**config.mk**
```make
export PLATFORM = sky130hd
export DESIGN_NAME = fetch_unit
export DESIGN_NICKNAME = d
export VERILOG_FILES = /design/src/rtl/fetch_unit_pkg.sv /design/src/rtl/fetch_unit_queue.sv /design/src/rtl/fetch_unit.sv
export SDC_FILE = /design/constraint.sdc
export NUM_CORES = 1
export LEC_CHECK = 0
export ABC_AREA = 1
export CORE_MARGIN = 2
export CORE_UTILIZATION = 45
export DETAILED_ROUTE_END_ITERATION = 8
export GPL_TIMING_DRIVEN = 0
export PLACE_DENSITY = 0.71
export SLEW_MARGIN = 20
export SYNTH_ARGS = -nofsm -noshare
export SYNTH_HDL_FRONTEND = slang
export SYNTH_SLANG_ARGS = --single-unit
```
**constraint.sdc**
```tcl
create_clock -name clk -period 14.9 [get_ports clk]
set_clock_uncertainty 0.1 [all_clocks]
set_input_delay 2.235 -clock clk [delete_from_list [all_inputs] [get_ports clk]]
set_output_delay 2.235 -clock clk [all_outputs]
set_load 0.02 [all_outputs]
```
**src/rtl/fetch_unit_pkg.sv**
```systemverilog
// Shared fetch/decode definitions: epoch width, queue entry layouts and
// the small address helper used when loading the PC.
package fetch_unit_pkg;

  localparam int EPOCH_W = 3;

  // One fetched instruction as handed to decode
  typedef struct packed {
    logic [31:0]        inst;
    logic [31:0]        pc;
    logic [EPOCH_W-1:0] epoch;
    logic               pred_taken;
    logic [31:0]        pred_target;
  } fetch_entry_t;

  // Bookkeeping for a request whose memory response has not yet returned
  typedef struct packed {
    logic [31:0]        pc;
    logic [EPOCH_W-1:0] epoch;
    logic               pred_taken;
    logic [31:0]        pred_target;
  } fetch_tag_t;

  // Clears the byte-offset bits so every fetch address is word aligned
  function automatic logic [31:0] word_align(input logic [31:0] addr);
    return addr & ~32'h0000_0003;
  endfunction

endpackage

```
**src/rtl/fetch_unit_queue.sv**
```systemverilog
// Generic synchronous FIFO with flush and occupancy count. Used both for
// the in-flight request tags and for the decoded-instruction fetch queue.
module fetch_queue #(
  parameter int WIDTH = 8,
  parameter int DEPTH = 4,
  localparam int AW = $clog2(DEPTH)
) (
  input  logic             clk,
  input  logic             rst_n,
  input  logic             push,
  input  logic [WIDTH-1:0] push_data,
  input  logic             pop,
  input  logic             flush,
  output logic [WIDTH-1:0] head_data,
  output logic             empty,
  output logic             full,
  output logic [AW:0]      count
);

  logic [WIDTH-1:0] mem [DEPTH];
  logic [AW-1:0]    rd_ptr;
  logic [AW-1:0]    wr_ptr;
  logic             do_push;
  logic             do_pop;

  assign empty     = (count == '0);
  assign full      = (count == (AW+1)'(DEPTH));
  assign do_pop    = pop && !empty;
  assign do_push   = push && (!full || do_pop);
  assign head_data = mem[rd_ptr];

  // Pointer and occupancy tracking; a flush empties the queue in one cycle
  always_ff @(posedge clk or negedge rst_n) begin
    if (!rst_n) begin
      rd_ptr <= '0;
      wr_ptr <= '0;
      count  <= '0;
    end else if (flush) begin
      rd_ptr <= '0;
      wr_ptr <= '0;
      count  <= '0;
    end else begin
      if (do_push) wr_ptr <= wr_ptr + 1'b1;
      if (do_pop)  rd_ptr <= rd_ptr + 1'b1;
      count <= count + (AW+1)'(do_push) - (AW+1)'(do_pop);
    end
  end

  // Entry storage; contents need no reset because occupancy gates their use
  always_ff @(posedge clk) begin
    if (do_push && !flush) mem[wr_ptr] <= push_data;
  end

  overflow_check: assert property (@(posedge clk) disable iff (!rst_n)
    !(push && full && !pop && !flush));

endmodule

```
**src/rtl/fetch_unit.sv**
```systemverilog
// Instruction fetch front end: issues word-aligned requests steered by the
// branch predictor, matches in-order memory responses to their request tags,
// drops responses from a stale epoch, and buffers the rest for decode.
module fetch_unit #(
  parameter logic [31:0] RESET_PC = 32'h0000_0000,
  parameter int          FQ_DEPTH = 4,
  parameter int          EPOCH_W  = fetch_unit_pkg::EPOCH_W
) (
  input  logic               clk,
  input  logic               rst_n,
  input  logic               redirect_valid,
  input  logic [31:0]        redirect_pc,
  output logic               imem_req_valid,
  input  logic               imem_req_ready,
  output logic [31:0]        imem_req_addr,
  input  logic               imem_resp_valid,
  input  logic [31:0]        imem_resp_data,
  output logic [31:0]        bp_pc,
  input  logic               bp_pred_taken,
  input  logic [31:0]        bp_pred_target,
  output logic               fetch_valid,
  output logic [31:0]        fetch_inst,
  output logic [31:0]        fetch_pc,
  output logic [EPOCH_W-1:0] fetch_epoch,
  output logic               pred_taken,
  output logic [31:0]        pred_target,
  input  logic               fetch_ready
);

  import fetch_unit_pkg::*;

  localparam int CW      = $clog2(FQ_DEPTH) + 1;
  localparam int TAG_W   = $bits(fetch_tag_t);
  localparam int ENTRY_W = $bits(fetch_entry_t);

  logic [31:0]        pc;
  logic [EPOCH_W-1:0] epoch;

  fetch_tag_t   tag_in;
  fetch_tag_t   tag_head;
  fetch_entry_t entry_in;
  fetch_entry_t entry_head;

  logic [CW-1:0] tag_count;
  logic [CW-1:0] fq_count;
  logic [CW:0]   credit_used;
  logic          tag_empty;
  logic          tag_full;
  logic          fq_empty;
  logic          fq_full;
  logic          req_fire;
  logic          resp_pop;
  logic          resp_keep;
  logic          fq_pop;

  // Requests in flight plus queued entries never exceed the queue depth, so
  // every response is guaranteed a slot without backpressuring memory
  assign credit_used    = {1'b0, tag_count} + {1'b0, fq_count};
  assign imem_req_valid = rst_n && !redirect_valid &&
                          (credit_used < (CW+1)'(FQ_DEPTH));
  assign req_fire       = imem_req_valid && imem_req_ready;
  assign imem_req_addr  = pc;
  assign bp_pc          = pc;

  assign tag_in.pc          = pc;
  assign tag_in.epoch       = epoch;
  assign tag_in.pred_taken  = bp_pred_taken;
  assign tag_in.pred_target = bp_pred_target;

  assign resp_pop  = imem_resp_valid && !tag_empty;
  assign resp_keep = resp_pop && (tag_head.epoch == epoch) && !redirect_valid;

  assign entry_in.inst        = imem_resp_data;
  assign entry_in.pc          = tag_head.pc;
  assign entry_in.epoch       = tag_head.epoch;
  assign entry_in.pred_taken  = tag_head.pred_taken;
  assign entry_in.pred_target = tag_head.pred_target;

  assign fetch_valid = rst_n && !fq_empty && !redirect_valid;
  assign fq_pop      = fetch_valid && fetch_ready;

  // PC and epoch: a redirect restarts fetch in a new epoch, otherwise the
  // PC follows the predictor on each accepted request
  always_ff @(posedge clk or negedge rst_n) begin
    if (!rst_n) begin
      pc    <= RESET_PC;
      epoch <= '0;
    end else if (redirect_valid) begin
      pc    <= word_align(redirect_pc);
      epoch <= epoch + EPOCH_W'(1);
    end else if (req_fire) begin
      pc    <= bp_pred_taken ? word_align(bp_pred_target) : pc + 32'd4;
    end
  end

  // Decode-facing fields come from the queue head and read as zero in reset
  always_comb begin
    fetch_inst  = '0;
    fetch_pc    = '0;
    fetch_epoch = '0;
    pred_taken  = 1'b0;
    pred_target = '0;
    if (rst_n) begin
      fetch_inst  = entry_head.inst;
      fetch_pc    = entry_head.pc;
      fetch_epoch = entry_head.epoch;
      pred_taken  = entry_head.pred_taken;
      pred_target = entry_head.pred_target;
    end
  end

  // Tags survive redirects so stale responses can still be matched and dropped
  fetch_queue #(
    .WIDTH (TAG_W),
    .DEPTH (FQ_DEPTH)
  ) tag_fifo (
    .clk       (clk),
    .rst_n     (rst_n),
    .push      (req_fire),
    .push_data (tag_in),
    .pop       (resp_pop),
    .flush     (1'b0),
    .head_data (tag_head),
    .empty     (tag_empty),
    .full      (tag_full),
    .count     (tag_count)
  );

  fetch_queue #(
    .WIDTH (ENTRY_W),
    .DEPTH (FQ_DEPTH)
  ) inst_fifo (
    .clk       (clk),
    .rst_n     (rst_n),
    .push      (resp_keep),
    .push_data (entry_in),
    .pop       (fq_pop),
    .flush     (redirect_valid),
    .head_data (entry_head),
    .empty     (fq_empty),
    .full      (fq_full),
    .count     (fq_count)
  );

  orphan_response: assert property (@(posedge clk) disable iff (!rst_n)
    imem_resp_valid |-> !tag_empty);

  tag_credit: assert property (@(posedge clk) disable iff (!rst_n)
    !(req_fire && tag_full));

  queue_credit: assert property (@(posedge clk) disable iff (!rst_n)
    !(resp_keep && fq_full && !fq_pop));

endmodule
```
==> results.cfg, run 1 <==
[finish]
layout-drive-gt1-share_pct = 8.18
syn2layout_area_growth_pct = 23.4
seq_area_um2 = 20900
multi_input_area_um2 = 6860
final_nets = 2936
layout_commonest_cell = edfxtp_1
fillers = 5014
final_cell_mix = edfxtp_1, nor2_1, o21ai_0

[clock_network]
cts-htree-levels = 3
ctsResizeCount = 0
clk_pin_slew_ns = 0.06
cts_setup_buffers = 0
cts_tree = done
clock_sinks = 703
cts_root_buf = clkbuf_16
tritoncts.num_buffers = 72
clk_latency_ns = 0.61
ctsLongestPathBuffers = 3
cts_hold_buffers = 0

[die]
coreArea_um2 = 63200
rows = 92
die-area_um2 = 66000
start_util_pct = 45.5
die_h_um = 257
die_w_um = 257
pin_count = 269

[timing]
hold_slack_ns = 0.481
rsz0062_at_grt = false
period_minus_slack_ns = 7.18
period_share_pct = 48.2
setup_viol_count_final = 0
hold_viol_final = 0
finalMaxSlewViolations = 0
fmax_mhz = 139
tightest_slew_ns = 0.772
relSlewSlack_pct = 48.5
setup_tns_ns = 0

[setup_path]
crit_fanout = 50
slowest_delay_ns = 0.65
start_kind = input pin
worstPathArrival_ns = 4.85
crit_path_end_kind = primary output
worst-path-buf-inv = 5
critPathRequiredTime_ns = 12.57
path_common_cell = clkbuf_1
slowest_stage = clkdlybuf4s50_1
path_class = input pin to primary output
crit_family = buffers and inverters
crit_chain = buf_4 -> inv_2 -> clkbuf_1 -> clkbuf_1 -> a21oi_1 -> clkdlybuf4s50_1

[synth]
avgSynthCellArea_um2 = 11.8
ys_seq_elements = 703
ys_seq_area_share_pct = 72.5
ys_async_sr_fraction_pct = 6.69
ys_types = 33
netlist_area_um2 = 28800
syn_inst = 2444
ys.flop_type = edfxtp_1
synth_edf_count = 656
yosysWarnings = 0

[job]
max-cap-violations = 0

[route]
wire_per_inst_um = 21.9
wl_mm = 81.6
drtPass1Iterations = 8
drtAntennaViolNets = 0
vias = 20500
drc = 0
drt_iter0_markers = 2235
viasPerCell = 5.50

[pwr]
p_leak_nw = 12.4
powerDensity_nw_per_um2 = 156
ir_drop_mv = 0.0855

[placement]
hpwl_mm = 55.6
port_buffers = 260
gp_congestion = 0.937

[grt]
grt_overflow = 0
grt_pass1_wl_mm = 121
grt_pass1_vias = 19900
grt_start_max_net_pins = 51
track_usage_pct = 24.4
antenna_found_initial = 3

[status]
outcome = completed

[min_path]
hold_path_class = register to register
## flip-flops by register name, summed over array words and instances (netlist names)
register          count
tag_fifo.wr_ptr       2
tag_fifo.mem        264
bp_pc                30
tag_fifo.rd_ptr       2
epoch                 3
inst_fifo.rd_ptr      2
inst_fifo.count       3
tag_fifo.count        3
inst_fifo.mem       392
inst_fifo.wr_ptr      2
## tightest hold or removal path, delay by kind of cell (launching register included)
kind | cells | cell delay, ns
AND/OR/NAND/NOR | 2 | 0.15
flip-flops | 1 | 0.40
## layer usage
metal	wire length [µm]	part of all wire [%]	track usage, %
met4	2440	3.0	9.33
met1	33700	41	33.8
met5	0	0	0
met3	6650	8.2	3.36
met2	38900	48	39.3
## report_power, final
part	switching, mW	total, mW	internal [mW]
registers	0.111	2.57	2.46
clock network	0.740	1.70	0.958
logic	0.872	1.29	0.417
## cell usage after synthesis (8+ instances only)
| cell | number | area (µm²) |
|---|---|---|
| nand3_1 | 42 | 210 |
| buf_2 | 33 | 165 |
| inv_2 | 10 | 37.5 |
| buf_4 | 39 | 293 |
| o21ai_0 | 330 | 1650 |
| dfrtp_1 | 47 | 1180 |
| o21ai_1 | 8 | 40.0 |
| nor2_1 | 630 | 2360 |
| nand2_1 | 245 | 920 |
| clkbuf_1 | 90 | 338 |
| inv_1 | 56 | 210 |
| xor2_1 | 11 | 96.3 |
| ha_1 | 16 | 200 |
| a21oi_1 | 121 | 606 |
| o22ai_1 | 63 | 394 |
| edfxtp_1 | 656 | 19700 |
## cell families (layout without fill, tap and decap cells)
kind of cell,count (synthesis),after routing,synth area share [%]
buffers and inverters,240,665,3.91
and+or+nand+nor,934,934,12.6
DFF,703,703,72.5
other,1,9,0.0130
xor gates and xnor gates,17,17,0.517
adders and majority gates,18,18,0.835
AOI/OAI and AO/OA,531,531,9.58
## path summary, 6_finish.rpt
kind | slack [ns] | depth (start not counted) | end | from
hold / removal | 0.48 | 2 | inst_fifo.wr_ptr[1] | inst_fifo.wr_ptr[1]
setup / recovery | 7.72 | 6 | fetch_inst[26] | rst_n
setup reg to reg | 11.59 | 9 | tag_fifo.mem[3][53] | inst_fifo.count[1]
min in group asynchronous | 1.56 | 1 | tag_fifo.wr_ptr[1] | rst_n
hold reg to reg | 0.48 | 2 | inst_fifo.wr_ptr[1] | inst_fifo.wr_ptr[1]
max in group asynchronous | 12.64 | 1 | bp_pc[27] | rst_n
## area by class of cell
class | instances | share of cell area, %
flip-flops and latches | 703 | 58.8
multi-input cells | 1506 | 19.3
repair buffers | 292 | 9.50
clock buffers | 96 | 5.45
well taps | 846 | 2.98
plain buffers | 173 | 2.46
clock inverters | 37 | 0.810
inverters | 67 | 0.708
diodes | 3 | 0.0211
## per-stage QoR
step                util (%)  area (µm²)  worst slack, ns  std cells  power [mW]
floorplan                  -       28800             7.26       2449        3.29
global placement        51.4       32500            0.946       3555        3.81
detailed placement      52.7       33300             7.71       3587        3.88
CTS                     56.2       35500             7.70       3720        5.56
global route            56.2       35500             7.56       3723        5.76
finish                  56.2       35500             7.72       3723        5.55
Note: power is estimated with default switching activity, not from simulation.
==> run 2: changes to the inputs <==
--- a/config.mk
+++ b/config.mk
@@ -10,7 +10,7 @@
 export CORE_UTILIZATION = 45
 export DETAILED_ROUTE_END_ITERATION = 8
 export GPL_TIMING_DRIVEN = 0
-export PLACE_DENSITY = 0.71
+export PLACE_DENSITY = 0.74
 export SLEW_MARGIN = 20
 export SYNTH_ARGS = -nofsm -noshare
 export SYNTH_HDL_FRONTEND = slang
==> constraint.sdc (replaced) <==
create_clock -name clk -period 6.6 [get_ports clk]
set_clock_uncertainty 0.1 [all_clocks]
set_input_delay 0.99 -clock clk [delete_from_list [all_inputs] [get_ports clk]]
set_output_delay 0.99 -clock clk [all_outputs]
set_load 0.02 [all_outputs]
==> run 2 against run 1 <==
  * Die area unchanged
  * Sequential cell count unchanged
  * Largest power group unchanged
  * Sequential power increased by 130%
  * Clock power increased by 130%
==> results.cfg, run 2 (same netlist as run 1, synthesis figures left out) <==
[timing]
hold_slack_ns = 0.331
hold_viol_final = 0
setup_viol_count_final = 0
finalMaxSlewViolations = 0
setup_ws_ns = 1.88
relSlewSlack_pct = 47.9
rsz0062_at_grt = false
period_minus_slack_ns = 4.72
tightest_slew_ns = 0.782
fmax_mhz = 212
period_share_pct = 71.5
setup_tns_ns = 0

[route]
drt_iter0_markers = 2453
drc = 0
drtPass1Iterations = 6
wire_per_inst_um = 22.1
met1_length_mm = 32.5
top_layer = met5
viasPerCell = 5.55
drtAntennaViolNets = 0
wl_met2_mm = 39.6
vias = 20700
wl_met3_mm = 7.13
wl_mm = 82.2

[finish]
final_cell_mix = edfxtp_1, nor2_1, o21ai_0
largest_reg_flops = 392
multi_input_area_um2 = 6860
seq_area_um2 = 20900
fillers = 4980
top_register = inst_fifo.mem
final_nets = 2936
syn2layout_area_growth_pct = 23.6
layout-drive-gt1-share_pct = 8.26
layout_commonest_cell = edfxtp_1

[clock_network]
ctsLongestPathBuffers = 3
cts_hold_buffers = 0
cts_tree = done
cts-htree-levels = 3
cts_setup_buffers = 0
tritoncts.num_buffers = 71
clock_sinks = 703
clk_latency_ns = 0.62
clk_pin_slew_ns = 0.06
ctsResizeCount = 0
cts_root_buf = clkbuf_16

[die]
start_util_pct = 45.5
rows = 92
die_h_um = 257
die_w_um = 257
pin_count = 269
die-area_um2 = 66000
coreArea_um2 = 63200

[placement]
gp_congestion = 0.959
hpwl_mm = 56.0
place_ws_ns = 1.95
port_buffers = 260

[setup_path]
critPathRequiredTime_ns = 5.51
crit_chain = buf_2 -> inv_2 -> buf_2 -> clkbuf_1 -> o21ai_0 -> a21oi_1 -> clkdlybuf4s50_1
slowest_stage = clkdlybuf4s50_1
worstPathArrival_ns = 3.63
crit_path_end_kind = primary output
path_common_cell = buf_2
slowest_delay_ns = 0.68
crit_fanout = 10
path_class = register to primary output
start_kind = register

[pwr]
ir_drop_mv = 0.191
power_frac_clock_pct = 30.6
powerDensity_nw_per_um2 = 353
power.total_mw = 12.6
netSwitchingFraction_pct = 30.7
power_switching_mw = 3.86
intPower_mw = 8.70
p_leak_nw = 12.4
power_frac_comb_pct = 23.2
seqPwrFrac_pct = 46.2

[grt]
track_usage_pct = 24.3
grt_pass1_vias = 19800
grt_pass1_wl_mm = 120
grt_start_max_net_pins = 51
grt_overflow = 0
antenna_found_initial = 9

[job]
max-cap-violations = 0

[min_path]
hold_path_class = input pin to async pin

[status]
outcome = completed
-- run 2: metal layers --
metal,GRT usage (%),vias up
li1,-,9276
met1,32.8,10100
met2,39.4,1089
met3,3.79,181
met4,10.1,4
met5,0,-
-- run 2: critical path: cells and delay by family, from the launching register on --
family,cells,cell delay [ns]
flip-flops,1,0.37
buffers and inverters,5,2.07
AO/OA/AOI/OAI,2,0.56
-- run 2: layout make-up --
| cell class | instances | area share (%) |
|---|---|---|
| diodes | 7 | 0.0492 |
| plain buffers | 173 | 2.46 |
| clock buffers | 93 | 5.40 |
| clock inverters | 34 | 0.823 |
| inverters | 67 | 0.707 |
| multi-input cells | 1506 | 19.3 |
| flip-flops and latches | 703 | 58.7 |
| well taps | 846 | 2.97 |
| repair buffers | 293 | 9.65 |
-- run 2: worst paths after layout --
| kind | start | to | slack (ns) | cells past startpoint |
|---|---|---|---|---|
| max | inst_fifo.rd_ptr[0] | fetch_pc[4] | 1.88 | 7 |
| min | rst_n | bp_pc[6] | 0.33 | 1 |
| max reg2reg | inst_fifo.count[1] | inst_fifo.mem[3][90] | 3.34 | 11 |
| min reg2reg | inst_fifo.wr_ptr[1] | inst_fifo.wr_ptr[1] | 0.49 | 2 |
| max in group asynchronous | rst_n | bp_pc[30] | 5.60 | 1 |
| min in group clk | inst_fifo.wr_ptr[1] | inst_fifo.wr_ptr[1] | 0.49 | 2 |
-- run 2: power by group through the flow --
stage | clock network (mW) | registers [mW] | logic [mW]
2_1_floorplan | 0 | 5.83 | 1.61
3_3_place_gp | 0 | 5.91 | 2.67
3_5_place_dp | 0 | 5.88 | 2.86
4_1_cts | 3.88 | 5.79 | 2.89
5_1_grt | 4.04 | 5.82 | 3.15
6_report | 3.84 | 5.80 | 2.91
-- run 2: metrics by stage --
| step | util, % | instances | area (µm²) |
|---|---|---|---|
| 6_report | 56.3 | 3722 | 35600 |
| 4_1_cts | 56.3 | 3715 | 35600 |
| 3_3_place_gp | 51.4 | 3555 | 32500 |
| 3_5_place_dp | 52.8 | 3588 | 33400 |
| 2_1_floorplan | - | 2449 | 28800 |
| 5_1_grt | 56.3 | 3721 | 35600 |
==> run 3: changes to the inputs <==
--- a/config.mk
+++ b/config.mk
@@ -10,7 +10,7 @@
 export CORE_UTILIZATION = 45
 export DETAILED_ROUTE_END_ITERATION = 8
 export GPL_TIMING_DRIVEN = 0
-export PLACE_DENSITY = 0.74
+export PLACE_DENSITY = 0.71
 export SLEW_MARGIN = 20
 export SYNTH_ARGS = -nofsm -noshare
 export SYNTH_HDL_FRONTEND = slang
==> constraint.sdc (replaced) <==
create_clock -name clk -period 4.6 [get_ports clk]
set_clock_uncertainty 0.1 [all_clocks]
set_input_delay 0.69 -clock clk [delete_from_list [all_inputs] [get_ports clk]]
set_output_delay 0.69 -clock clk [all_outputs]
set_load 0.02 [all_outputs]
==> run 3 against run 2 <==
  * Power up 46%
  * Register-to-register slack worse by 2.0 ns
  * Highest routed layer is now met4
  * Die area unchanged
  * First-iteration DRC count up 4.5%
  * Clock-buffer cell count down 2
==> results.cfg, run 3 (same netlist as run 1, synthesis figures left out) <==
[pwr]
power_frac_clock_pct = 31.7
seqPwrFrac_pct = 45.4
ir_drop_mv = 0.242
power_switching_mw = 5.55
powerDensity_nw_per_um2 = 514
power_frac_comb_pct = 22.8
intPower_mw = 12.8
power.total_mw = 18.3
netSwitchingFraction_pct = 30.3
p_leak_nw = 12.5

[clock_network]
cts_root_buf = clkbuf_16
ctsResizeCount = 0
tritoncts.num_buffers = 70
clk_pin_slew_ns = 0.06
clk_latency_ns = 0.61
cts_hold_buffers = 0
cts_tree = done
cts_setup_buffers = 0
cts-htree-levels = 3
ctsLongestPathBuffers = 3
clock_sinks = 703

[grt]
grt_pass1_wl_mm = 123
grt_start_max_net_pins = 51
grt_pass1_vias = 20100
track_usage_pct = 24.8
grt_overflow = 0
top_usage_layer = met2
met2_usage_pct = 41.0
grt.met1_usage_pct = 33.5
groute.layer.met3.usage_pct = 4.18
antenna_found_initial = 5

[timing]
rsz0062_at_grt = false
period_minus_slack_ns = 4.33
setup_viol_count_final = 0
hold_slack_ns = 0.0356
finalMaxSlewViolations = 0
period_share_pct = 94.1
relSlewSlack_pct = 49.2
setup_ws_ns = 0.270
tightest_slew_ns = 0.760
setup_tns_ns = 0
fmax_mhz = 231
hold_viol_final = 0

[die]
die_w_um = 257
die-area_um2 = 66000
rows = 92
pin_count = 269
start_util_pct = 45.5
coreArea_um2 = 63200
die_h_um = 257

[route]
vias = 20700
viasPerCell = 5.57
wl_mm = 83.3
wire_per_inst_um = 22.4
drt_iter0_markers = 2564
drc = 0
drtAntennaViolNets = 0
drtPass1Iterations = 6

[setup_path]
ff2ff_path_depth = 9
r2r-start = inst_fifo.count[1]
critPathRequiredTime_ns = 3.81
reg2reg_slack_ns = 1.36
crit_path_end_kind = primary output
path_class = register to primary output
worstPathArrival_ns = 3.54
r2r_end = tag_fifo.mem[2][58]
crit_fanout = 10
start_kind = register

[placement]
place_ws_ns = 0.445
gp_congestion = 0.932
port_buffers = 260
dp_cells = 3587
hpwl_mm = 57.3
dpl-instance-area_um2 = 33300

[finish]
stdcell_area_um2 = 35600
syn2layout_area_growth_pct = 23.8
layout-drive-gt1-share_pct = 8.13
top_register = inst_fifo.mem
largest_reg_flops = 392
layout_commonest_cell = edfxtp_1
final_cell_mix = edfxtp_1, nor2_1, o21ai_0
stdcell_count = 3717
final_util_pct = 56.4
final_nets = 2934

[job]
max-cap-violations = 0

[min_path]
hold_path_class = input pin to async pin

[status]
outcome = completed
run 3: area by class of cell:
cell class	instances	area [µm²]
Inverter	67	251
Sequential cell	703	20900
Timing Repair Buffer	292	3380
Tap cell	846	1060
Antenna cell	6	15.0
Fill cell	5001	27600
Multi-Input combinational cell	1506	6860
Buffer	173	875
Clock inverter	33	400
Clock buffer	91	1920
run 3: power groups by stage:
| stage | sequential, mW | combinational [mW] | clock (mW) |
|---|---|---|---|
| 4_1_cts | 8.31 | 4.17 | 5.85 |
| 3_3_place_gp | 8.47 | 3.88 | 0 |
| 5_1_grt | 8.35 | 4.54 | 6.12 |
| 6_report | 8.32 | 4.18 | 5.81 |
| 3_5_place_dp | 8.44 | 4.14 | 0 |
| 2_1_floorplan | 8.36 | 2.31 | 0 |
run 3: per-layer routing:
metal | wire length [µm] | vias up | share of wire, %
met5 | 0 | - | 0
met4 | 2400 | 0 | 2.9
met3 | 7940 | 144 | 9.5
met2 | 40300 | 1101 | 48
met1 | 32600 | 10200 | 39
li1 | - | 9283 | -
run 3: worst max-delay path, stage by stage (launching register included):
cell and delay [ns]:
dfrtp_1 0.36, buf_2 0.22, inv_2 0.26, buf_2 0.45, clkbuf_1 0.47, o21ai_0 0.27
a21oi_1 0.24, clkdlybuf4s50_1 0.65
run 3: worst max path at each step:
stage                         from                   end  cells past startpoint
5_1_grt        inst_fifo.rd_ptr[0]           fetch_pc[2]                      7
4_1_cts        inst_fifo.rd_ptr[0]        pred_target[3]                      7
2_1_floorplan       redirect_valid   inst_fifo.mem[0][0]                      8
3_5_place_dp                 rst_n        fetch_inst[23]                      6
3_3_place_gp                 rst_n  inst_fifo.mem[1][10]                      7
6_report       inst_fifo.rd_ptr[0]        pred_target[3]                      7
